$ cat config.mk
export PLATFORM = sky130hd
export DESIGN_NAME = sync_fifo_ext
export DESIGN_NICKNAME = d
export VERILOG_FILES = /design/src/rtl/sync_fifo_pkg.sv /design/src/rtl/sync_fifo_mem.sv /design/src/rtl/sync_fifo_ext.sv
export SDC_FILE = /design/constraint.sdc
export NUM_CORES = 1
export LEC_CHECK = 0
export CORE_MARGIN = 2
export CORE_UTILIZATION = 60
export DETAILED_ROUTE_END_ITERATION = 10
export PLACE_DENSITY = 0.78
export SYNTH_ARGS = -nofsm -noshare
export SYNTH_HDL_FRONTEND = slang
export SYNTH_SLANG_ARGS = --single-unit
$ cat constraint.sdc
create_clock -name clk_i -period 4.1 [get_ports clk_i]
set_input_delay 1.025 -clock clk_i [delete_from_list [all_inputs] [get_ports clk_i]]
set_output_delay 1.025 -clock clk_i [all_outputs]
set_load 0.02 [all_outputs]
$ cat src/rtl/sync_fifo_pkg.sv
// rtl/sync_fifo_pkg.sv - shared types, depth helpers and default thresholds for sync_fifo_ext
package sync_fifo_pkg;

    localparam int DEFAULT_AEMPTY_THRESH = 2;
    localparam int DEFAULT_AFULL_MARGIN  = 2;

    typedef struct packed {
        logic full;
        logic empty;
        logic afull;
        logic aempty;
    } fifo_status_t;

    function automatic int fifo_depth(input int addr_width);
        return 1 << addr_width;
    endfunction

    function automatic int fifo_addr_width(input int depth);
        return $clog2(depth);
    endfunction

endpackage

$ cat src/rtl/sync_fifo_mem.sv
// rtl/sync_fifo_mem.sv - register array with one write port and one asynchronous read port
module sync_fifo_mem #(
    parameter int ADDR_WIDTH = 4,
    parameter int DATA_WIDTH = 16
) (
    input  logic                  clk,
    input  logic                  wr_en,
    input  logic [ADDR_WIDTH-1:0] wr_addr,
    input  logic [DATA_WIDTH-1:0] wr_data,
    input  logic [ADDR_WIDTH-1:0] rd_addr,
    output logic [DATA_WIDTH-1:0] rd_data
);

    logic [DATA_WIDTH-1:0] mem [2**ADDR_WIDTH];

    always_ff @(posedge clk) begin
        if (wr_en) begin
            mem[wr_addr] <= wr_data;
        end
    end

    assign rd_data = mem[rd_addr];

endmodule

$ cat src/rtl/sync_fifo_ext.sv
// rtl/sync_fifo_ext.sv - single-clock FIFO with fill level, thresholds and optional FWFT read
// Optional sticky overflow/underflow flags: define SYNC_FIFO_ERR_FLAGS_EN.
module sync_fifo_ext
    import sync_fifo_pkg::*;
#(
    parameter int ADDR_WIDTH    = 4,
    parameter int DATA_WIDTH    = 16,
    parameter int FWFT          = 0,
    parameter int AFULL_THRESH  = fifo_depth(ADDR_WIDTH) - DEFAULT_AFULL_MARGIN,
    parameter int AEMPTY_THRESH = DEFAULT_AEMPTY_THRESH
) (
    input  logic                  clk_i,
    input  logic                  rst_i,
    input  logic                  wr_en_i,
    input  logic [DATA_WIDTH-1:0] wr_data_i,
    input  logic                  rd_en_i,
    output logic [DATA_WIDTH-1:0] rd_data_o,
    output logic                  full_o,
    output logic                  empty_o,
    output logic                  almost_full_o,
    output logic                  almost_empty_o,
    output logic [ADDR_WIDTH:0]   count_o
`ifdef SYNC_FIFO_ERR_FLAGS_EN
    ,
    input  logic                  err_clr_i,
    output logic                  overflow_o,
    output logic                  underflow_o
`endif
);

    localparam logic [ADDR_WIDTH:0] AFULL_T  = AFULL_THRESH[ADDR_WIDTH:0];
    localparam logic [ADDR_WIDTH:0] AEMPTY_T = AEMPTY_THRESH[ADDR_WIDTH:0];

    logic [ADDR_WIDTH:0]   wr_ptr;
    logic [ADDR_WIDTH:0]   rd_ptr;
    logic                  wr_ok;
    logic                  rd_ok;
    logic [DATA_WIDTH-1:0] mem_rd_data;
    fifo_status_t          status;

    // Extra wrap bit separates full (same address, other lap) from empty.
    always_comb begin
        status.empty  = (wr_ptr == rd_ptr);
        status.full   = (wr_ptr[ADDR_WIDTH-1:0] == rd_ptr[ADDR_WIDTH-1:0]) &&
                        (wr_ptr[ADDR_WIDTH] != rd_ptr[ADDR_WIDTH]);
        status.afull  = (count_o >= AFULL_T);
        status.aempty = (count_o <= AEMPTY_T);
    end

    assign full_o         = status.full;
    assign empty_o        = status.empty;
    assign almost_full_o  = status.afull;
    assign almost_empty_o = status.aempty;

    assign wr_ok = wr_en_i && !status.full;
    assign rd_ok = rd_en_i && !status.empty;

    always_ff @(posedge clk_i or posedge rst_i) begin
        if (rst_i) begin
            wr_ptr  <= '0;
            rd_ptr  <= '0;
            count_o <= '0;
        end else begin
            if (wr_ok) wr_ptr <= wr_ptr + 1'b1;
            if (rd_ok) rd_ptr <= rd_ptr + 1'b1;
            case ({wr_ok, rd_ok})
                2'b10:   count_o <= count_o + 1'b1;
                2'b01:   count_o <= count_o - 1'b1;
                default: count_o <= count_o;
            endcase
        end
    end

    sync_fifo_mem #(
        .ADDR_WIDTH(ADDR_WIDTH),
        .DATA_WIDTH(DATA_WIDTH)
    ) u_mem (
        .clk    (clk_i),
        .wr_en  (wr_ok),
        .wr_addr(wr_ptr[ADDR_WIDTH-1:0]),
        .wr_data(wr_data_i),
        .rd_addr(rd_ptr[ADDR_WIDTH-1:0]),
        .rd_data(mem_rd_data)
    );

    if (FWFT != 0) begin : g_fwft
        assign rd_data_o = mem_rd_data;
    end else begin : g_std
        logic [DATA_WIDTH-1:0] rd_q;
        always_ff @(posedge clk_i or posedge rst_i) begin
            if (rst_i) begin
                rd_q <= '0;
            end else if (rd_ok) begin
                rd_q <= mem_rd_data;
            end
        end
        assign rd_data_o = rd_q;
    end

`ifdef SYNC_FIFO_ERR_FLAGS_EN
    // A new error in the same cycle as a clear keeps the flag set.
    always_ff @(posedge clk_i or posedge rst_i) begin
        if (rst_i) begin
            overflow_o  <= 1'b0;
            underflow_o <= 1'b0;
        end else begin
            if (wr_en_i && status.full) overflow_o <= 1'b1;
            else if (err_clr_i)         overflow_o <= 1'b0;
            if (rd_en_i && status.empty) underflow_o <= 1'b1;
            else if (err_clr_i)          underflow_o <= 1'b0;
        end
    end
`endif

endmodule

* Yosys cells after proc, flatten, opt, wreduce, memory -nomap -nowiden *
Memory sizes are Yosys's and may differ from the RTL's. A register that Yosys moved wholly into a read port is not among the register bits.
Index checks and enable logic that the tools add are counted.

operators by class
  reductions and logical operators = 6
  magnitude comparators = 2
  muxes and demuxes = 3
  equality and inequality tests = 5
  add/sub/neg operators = 4

operators with widths
  cell                   number
  $add A5 B1 Y5 const B  3
  $pmux W5 S2            1
  $eq A5 B5 Y1           1
  $ge A5 B4 Y1 const B   1
  $le A5 B2 Y1 const B   1
  $sub A5 B1 Y5 const B  1
  $eq A4 B4 Y1           1
  $logic_and A1 B1 Y1    3
  $eq A2 B1 Y1 const B   1
  $eq A2 B2 Y1 const B   1
  $logic_not A1 Y1       2
  $mux W1                2
  $reduce_bool A2 Y1     1
  $ne A1 B1 Y1           1

word-level totals
  input bits = 20
  memories kept = 1
  bits in writable memories = 256
  bits in registers = 15
  output and inout bits = 25
  word-level logic and storage cells = 24

memory list
  memory     depth  bits a word  rd ports  clocked after Yosys merged registers in  wr ports  RTL line             RTL
  u_mem.mem  16     16           1         1                                        1         sync_fifo_mem.sv:14  logic [DATA_WIDTH-1:0] mem [2**ADDR_WIDTH];

* Depth between registers and ports, before layout *
Gate-level depths: netlist of the first run.

  depth in word-level cells = 6
  gate-level depth with buffers = 13
  mapped depth without buffers = 11

* Modules after synthesis *
Synthesis of the first run repeated with hierarchy kept, for this count alone.

second synthesis, totals
  cells, all modules = 534
  area total of the unflattened synthesis = 11314.6 sq um

modules (own cells, without submodules)
  module         cells each  instances  area an instance (sq um)
  sync_fifo_mem  416         1          9723.1
  sync_fifo_ext  118         1          1591.5

* Worst setup path after synthesis of the first run *
No wires, ideal clock.

  path kind = input-to-reg
  start point = input wr_en_i
  end point = memory u_mem.mem[3][0] (enable)
  setup time = 409 ps
  buffers on the path = 1
  arrival time = 2672 ps
  stages on the path = 4
  path slack = 1019 ps
  required time = 3691 ps
  cell sequence = a21boi_0 clkbuf_2 nand2_1 nor3_1

between the ends
  word-level cells in the longest chain between the ends = 3

RTL lines
  element                        RTL line             RTL
  start: declaration             sync_fifo_ext.sv:14  input logic wr_en_i,
  $logic_and A1 B1 Y1            sync_fifo_ext.sv:55  assign wr_ok = wr_en_i && !status.full;
  $mux W1                        sync_fifo_mem.sv:17  if (wr_en) begin
  $mux W1 (implied by the code)  sync_fifo_mem.sv:18  mem[wr_addr] <= wr_data;
  end: declaration               sync_fifo_mem.sv:14

Every way passes these cells.

* Worst setup path after layout of the first run *
  start point = register wr_ptr[1]
  end point = output empty_o

between the ends
  word-level cells in the longest chain between the ends = 1

RTL lines
  element                   RTL line             RTL
  start: declaration        sync_fifo_ext.sv:34  logic [ADDR_WIDTH:0] wr_ptr;
  start signal: assignment  sync_fifo_ext.sv:64  if (wr_ok) wr_ptr <= wr_ptr + 1'b1;
  $eq A5 B5 Y1              sync_fifo_ext.sv:43  status.empty = (wr_ptr == rd_ptr);
  end: declaration          sync_fifo_ext.sv:19  output logic empty_o,

Every way passes these cells.

==> results by group, run 1 <==
Routing
  – Via count: 5511
  – Antenna Violating Nets Remaining: 0
  – DR iter-0 viols: between 500 and 600
  – Avg WL per Cell: 28.0 microns
  – Drt drc: 0
  – Drt first pass iters: 7
  – Via-to-Cell Ratio: 6.51
  – Final wirelength: 23700 microns

Synthesis
  – Adder-cell area share of the yosys netlist: under 10%
  – Mux contribution to synthesized area: between 10% and 20%
  – Top cells by area, synth: edfxtp_1, mux4_2, dfrtp_1
  – Yosys top cell by area: edfxtp_1
  – Yosys cell types: 33
  – Compound-Gate Fraction of Synth Area: 2.82%
  – FFs w/ async S/R, synth: 10.8%
  – Largest family of logic cells by synthesized area: multiplexers
  – Mapped Avg Cell Area: roughly 21 sq um
  – Top post-synthesis cells by count: edfxtp_1, mux4_2, a22oi_1
  – Gate Count Post-Synth: 527
  – Synth warnings: 0
  – Yosys top cell area share: 68.6%
  – Post-Syn Area: 11200 sq um
  – Syn_nets: 557
  – Top FF cell, synth: edfxtp_1
  – Count of state elements after synthesis: 287
  – Simple-Gate Fraction of Synth Area: 2.40%
  – Post-Synth XOR/XNOR Area: 1.48%
  – Most frequent cell after synthesis: edfxtp_1
  – Seq/Total Area, Yosys: approximately 76%
  – EDFF count, synth: 256

Place
  – Placed cells: ~790
  – Routability cong.: about 0.76
  – Post-DP HPWL: 13100 microns
  – IO Port Bufs: 44

STA
  – Setup TNS: 0 ps
  – Max Fclk: 0.293 GHz
  – RSZ-0062 raised after global routing: false
  – Min Hold Slack: 504 ps
  – Final hold violations: 0
  – Fin crit share: approximately 83%
  – Final setup violation count: 0
  – Worst-Margin Slew: 1050 ps
  – Slew HR: ~30%
  – Clk_skew: 8.65 ps
  – Min cycle time layout: 3410 ps
  – Final Max Tran Viols: 0

CTS
  – CTS clk-pin slew, worst paths: 60 ps
  – Max Buffers Root-to-Sink: 3
  – Clock Latency Late Sink: 530 ps
  – Htree depth: 1
  – Clk sinks: 287
  – Number of hold buffers added after CTS: 0
  – CTS Root Cell: clkbuf_16
  – CTS Buf Count: 28
  – # Post-CTS Setup Buffers: 0
  – CTS tree: built
  – Post-cts resize count: 0

Setup path
  – Worst setup path startpoint: wr_ptr[1]$_DFFE_PP0P_
  – Flop2flop setup slack: about 1100 ps
  – Worst endpoint required time: 3070 ps
  – Critical R2R Launch: rd_ptr[0]$_DFFE_PP0P_
  – Peak fanout along the critical path: 5
  – Critical Path End: empty_o
  – Critical path class: reg2out
  – R2R Path End: rd_data_o[2]$_DFFE_PP0P_
  – Startpoint class of the critical path: register
  – Crit. End Element: output pin
  – Worst R2R Path Depth: 6
  – Crit path DAT: 2390 ps

Cells and area
  – Fraction of layout cells with a size suffix above 1: 24.8%
  – N_diodes: 0
  – Area delta synth->final: 14.7%
  – Layout Utilization: 70.8%
  – Non-filler instance count after layout: about 850
  – Fin nets: 625
  – Number of fill cells in the layout: about 1100

Global routing
  – First-pass GRT wire length: approximately 35000 microns
  – Total GRT Usage: 24.5%
  – Vias in the first global route: 5645
  – Initial antenna violation count: 0
  – Pin count of the biggest net entering global routing: 68
  – Total grt overflow: 0

Floorplan
  – Die width: 141 microns
  – IO Pins: 45
  – Die area: between 15000 and 20000 sq um
  – Row Count: 49
  – Initial core utilization: 61.8%
  – Core area: 18100 sq um
  – Vert. Die Dim: 141 microns

Power
  – Leak: 4.38 nW
  – Max VDD drop: 374 uV
  – PD cells: 720 nW/um^2

Min path
  – Worst hold path type: reg2reg

Status
  – Status: finished, final reports clean

Run
  – Max-cap violations: 0
-- metrics by stage --
| step | cell area [sq um] | worst slack, ps | total power, mW |
|---|---|---|---|
| finish | 12900 | 686 | 9.26 |
| detailed placement | 11900 | 743 | 6.78 |
| global route | 12900 | 555 | 9.63 |
| CTS | 12900 | 658 | 9.32 |
| floorplan | 11200 | 1020 | 5.89 |
| global placement | 11900 | 784 | 6.67 |
-- how the worst min path moves through the flow --
stage / depth (start not counted) / end / slack (ps) / startpoint
after detailed placement: 1 / rd_data_o[13]$_DFFE_PP0P_ / 500 / rd_data_o[13]$_DFFE_PP0P_
final: 1 / rd_data_o[13]$_DFFE_PP0P_ / 500 / rd_data_o[13]$_DFFE_PP0P_
after global placement: 1 / rd_data_o[8]$_DFFE_PP0P_ / 490 / rd_data_o[8]$_DFFE_PP0P_
after global routing: 1 / rd_data_o[13]$_DFFE_PP0P_ / 530 / rd_data_o[13]$_DFFE_PP0P_
after CTS: 1 / rd_data_o[13]$_DFFE_PP0P_ / 510 / rd_data_o[13]$_DFFE_PP0P_
after floorplan: 1 / wr_ptr[4]$_DFFE_PP0P_ / 500 / wr_ptr[4]$_DFFE_PP0P_
-- per-layer routing --
layer	vias up	global-route usage [%]	share of wire, %
met5	-	0	0
met4	0	8.21	3.0
met3	41	3.84	6.9
met2	257	40.9	51
met1	2914	34.0	39
li1	2299	-	-
-- power breakdown --
part	total, mW	switching (mW)	internal, mW
logic	2.88	1.53	1.35
registers	3.86	0.231	3.63
clock network	2.52	1.02	1.50
total	9.26	2.78	6.47
-- cell usage in the layout, fill, tap and decap left out, types with 2 or more instances in the layout --
| master | count |
|---|---|
| a21o_1 | 2 |
| a21oi_1 | 2 |
| a22oi_1 | 32 |
| and2_1 | 4 |
| and3_1 | 15 |
| buf_4 | 24 |
| bufinv_16 | 2 |
| clkbuf_1 | 12 |
| clkbuf_16 | 29 |
| clkbuf_8 | 4 |
| clkdlybuf4s50_1 | 44 |
| clkinv_2 | 5 |
| dfrtp_1 | 29 |
| edfxtp_1 | 256 |
| ha_1 | 9 |
| inv_1 | 4 |
| mux2_2 | 14 |
| mux2_4 | 4 |
| mux4_2 | 64 |
| nand2_1 | 21 |
| nand4_1 | 2 |
| nor2_1 | 2 |
| nor2b_1 | 4 |
| o21ai_0 | 3 |
| xnor2_1 | 9 |
| xor2_1 | 10 |
-- cells by family (layout without fill, tap and decap cells) --
logic type,count (synthesis),after routing
multiplexers,82,82
AO/OA/AOI/OAI,43,43
XOR/XNOR,19,19
flip-flops,287,287
AND/OR/NAND/NOR,52,52
buffers and inverters,34,124
adder cells (fa/ha/maj),10,10
-- sequential cells by signal, indices dropped and copies added (netlist names) --
name and flops:
rd_ptr 5, wr_ptr 5, u_mem.mem 256, rd_data_o 16, count_o 5
-- critical path, cell delays in order, from the launching register on --
cell and delay, ps:
dfrtp_1 440, xor2_1 190, nor4_2 430, and2_1 190
clkdlybuf4s50_1 600
-- final cells by class --
| cell class | instances | area (sq um) | share of cell area [%] |
|---|---|---|---|
| sequential | 287 | 8470 | 65.9 |
| clock inverter | 7 | 85.1 | 0.662 |
| clock buffer | 45 | 826 | 6.43 |
| timing repair buffer | 68 | 621 | 4.83 |
| inverter | 4 | 15.0 | 0.117 |
| tap | 229 | 287 | 2.23 |
| multi-input combinational | 206 | 2550 | 19.9 |
Power figures use the tool's default switching activity.
==> inputs of run 2 (changes only) <==
--- a/config.mk
+++ b/config.mk
@@ -6,9 +6,9 @@
 export NUM_CORES = 1
 export LEC_CHECK = 0
 export CORE_MARGIN = 2
-export CORE_UTILIZATION = 60
+export CORE_UTILIZATION = 54
 export DETAILED_ROUTE_END_ITERATION = 10
-export PLACE_DENSITY = 0.78
+export PLACE_DENSITY = 0.74
 export SYNTH_ARGS = -nofsm -noshare
 export SYNTH_HDL_FRONTEND = slang
 export SYNTH_SLANG_ARGS = --single-unit
==> constraint.sdc (replaced) <==
create_clock -name clk_i -period 3.06 [get_ports clk_i]
set_input_delay 0.765 -clock clk_i [delete_from_list [all_inputs] [get_ports clk_i]]
set_output_delay 0.765 -clock clk_i [all_outputs]
set_load 0.02 [all_outputs]
==> results by group, run 2 (synthesis gave the netlist of run 1 again) <==
CTS
  – CTS tree: built
  – CTS Buf Count: 27
  – Max Buffers Root-to-Sink: 3
  – Clock Latency Late Sink: 530 ps
  – CTS clk-pin slew, worst paths: 60 ps
  – Post-cts resize count: 3
  – Number of hold buffers added after CTS: 0
  – # Post-CTS Setup Buffers: 0
  – CTS Root Cell: clkbuf_16
  – Clk sinks: between 200 and 300
  – Htree depth: 1

STA
  – Setup TNS: 0 ps
  – Fin worst setup slack: 222 ps
  – Final Max Tran Viols: 0
  – Min Hold Slack: 507 ps
  – RSZ-0062 raised after global routing: false
  – Final hold violations: 0
  – Max Fclk: between 0.3 and 0.4 GHz
  – Worst-Margin Slew: 985 ps
  – Fin crit share: between 90 and 100%
  – Final setup violation count: 0
  – Clk_skew: 14.7 ps
  – Slew HR: between 30% and 40%
  – Min cycle time layout: 2840 ps

Place
  – Routability cong.: just over 0.8
  – Placed instance area: ~12000 sq um
  – Post-DP HPWL: 13200 microns
  – IO Port Bufs: 44
  – Setup slack at placement: -46.3 ps
  – Placed cells: approximately 850

Floorplan
  – Row Count: 52
  – Vert. Die Dim: 148 microns
  – Die width: 148 microns
  – Die area: 21900 sq um
  – Core area: 20300 sq um
  – IO Pins: between 40 and 50
  – Initial core utilization: 55.2%

Setup path
  – Crit path DAT: approximately 2100 ps
  – Startpoint class of the critical path: register
  – Worst R2R Path Depth: 10
  – CP Buf/Inv Count: 1
  – Slowest CP cell: clkdlybuf4s50_1
  – Critical path class: reg2out
  – Crit. End Element: output pin
  – CP Cell Sequence: a2111oi_0 -> clkdlybuf4s50_1
  – Peak fanout along the critical path: 6
  – Max incr delay on CP: just under 700 ps
  – CP delay by family, top: buffers and inverters
  – Worst endpoint required time: 2290 ps
  – Critical path depth: 2

Cells and area
  – Most frequent cells in the layout: edfxtp_1, mux4_2, clkdlybuf4s50_1, buf_4, a22oi_1
  – Non-filler instance count after layout: 901
  – Max reg flops: 256
  – Area delta synth->final: 16.2%
  – Commonest non-fill, non-tap cell in the layout: edfxtp_1
  – Layout Utilization: 64.1%
  – Fraction of layout cells with a size suffix above 1: between 20% and 30%
  – Fin area: 13000 sq um
  – Fin nets: between 600 and 700
  – Biggest register: u_mem.mem

Routing
  – Antenna Violating Nets Remaining: 0
  – Drt drc: 0
  – Avg WL per Cell: 24.3 microns
  – DR iter-0 viols: 428
  – Via count: around 5400
  – Final wirelength: 21900 microns
  – Drt first pass iters: 4
  – Via-to-Cell Ratio: about 6.0

Global routing
  – Met3 usage: 4.75%
  – Initial antenna violation count: 2
  – GR peak layer: met2
  – Vias in the first global route: approximately 5700
  – Total GRT Usage: 20.8%
  – Met1 global-route usage: 28.9%
  – Pin count of the biggest net entering global routing: 68
  – Total grt overflow: 0
  – Met2 usage: 33.0%
  – First-pass GRT wire length: 33600 microns

Status
  – Status: finished, final reports clean

Power
  – PD cells: 940 nW/um^2
  – Leak: 4.45 nW
  – Max VDD drop: 874 uV
  – Tot Pwr: 12.2 mW

Min path
  – Worst hold path type: reg2reg
  – Hold Crit Depth: 1

Run
  – Max-cap violations: 0
==> run 2: cell count changes in the layout (fill, tap and decap cells not counted), moves of 4 or more <==
cell	change
buf_12	+4
clkinv_1	+5
clkbuf_1	-5
buf_4	+10
==> run 2: path summary, 6_finish.rpt <==
check / to / startpoint / slack [ps]
worst max-delay path: almost_empty_o / count_o[1]$_DFFE_PP0P_ / 220
worst min-delay path: rd_data_o[15]$_DFFE_PP0P_ / rd_data_o[15]$_DFFE_PP0P_ / 510
worst max register to register: count_o[4]$_DFFE_PP0P_ / wr_ptr[1]$_DFFE_PP0P_ / 410
worst min register to register: rd_data_o[15]$_DFFE_PP0P_ / rd_data_o[15]$_DFFE_PP0P_ / 510
max in group asynchronous: rd_data_o[14]$_DFFE_PP0P_ / rst_i / 1740
min in group asynchronous: rd_data_o[1]$_DFFE_PP0P_ / rst_i / 680
==> run 2: cell type report <==
cell class / instances / area (sq um)
Clock inverter: 13 / 119
Fill cell: 1362 / 7280
Inverter: 4 / 15.0
Tap cell: 270 / 338
Clock buffer: 37 / 743
Antenna cell: 2 / 5.00
Sequential cell: 287 / 8470
Timing Repair Buffer: 82 / 773
Multi-Input combinational cell: 206 / 2560
==> run 2: worst reg2reg max path: stages (launching register included) <==
cell,delay [ps]
dfrtp_1,440
xor2_1,220
nor4_4,380
a21boi_2,110
ha_1,250
fa_1,410
a21o_1,190
a21oi_1,160
xor2_1,160
nor2_1,70
xor2_1,150
==> run 2: power breakdown <==
group / internal (mW) / switching (mW)
logic: 1.87 / 2.00
registers: 4.85 / 0.298
clock network: 1.87 / 1.35
total: 8.59 / 3.65
==> run 2: layer usage <==
layer	wire length [microns]	up-vias
met5	0	-
met4	588	0
met3	1680	46
met2	10600	218
met1	9060	2846
li1	-	2322
==> inputs of run 3 (changes only) <==
--- a/config.mk
+++ b/config.mk
@@ -7,6 +7,7 @@
 export LEC_CHECK = 0
 export CORE_MARGIN = 2
 export CORE_UTILIZATION = 54
+export CTS_CLUSTER_SIZE = 20
 export DETAILED_ROUTE_END_ITERATION = 10
 export PLACE_DENSITY = 0.74
 export SYNTH_ARGS = -nofsm -noshare
==> results of run 3 <==
Same layout as run 2: the final DEF is identical, and so are final timing and power.
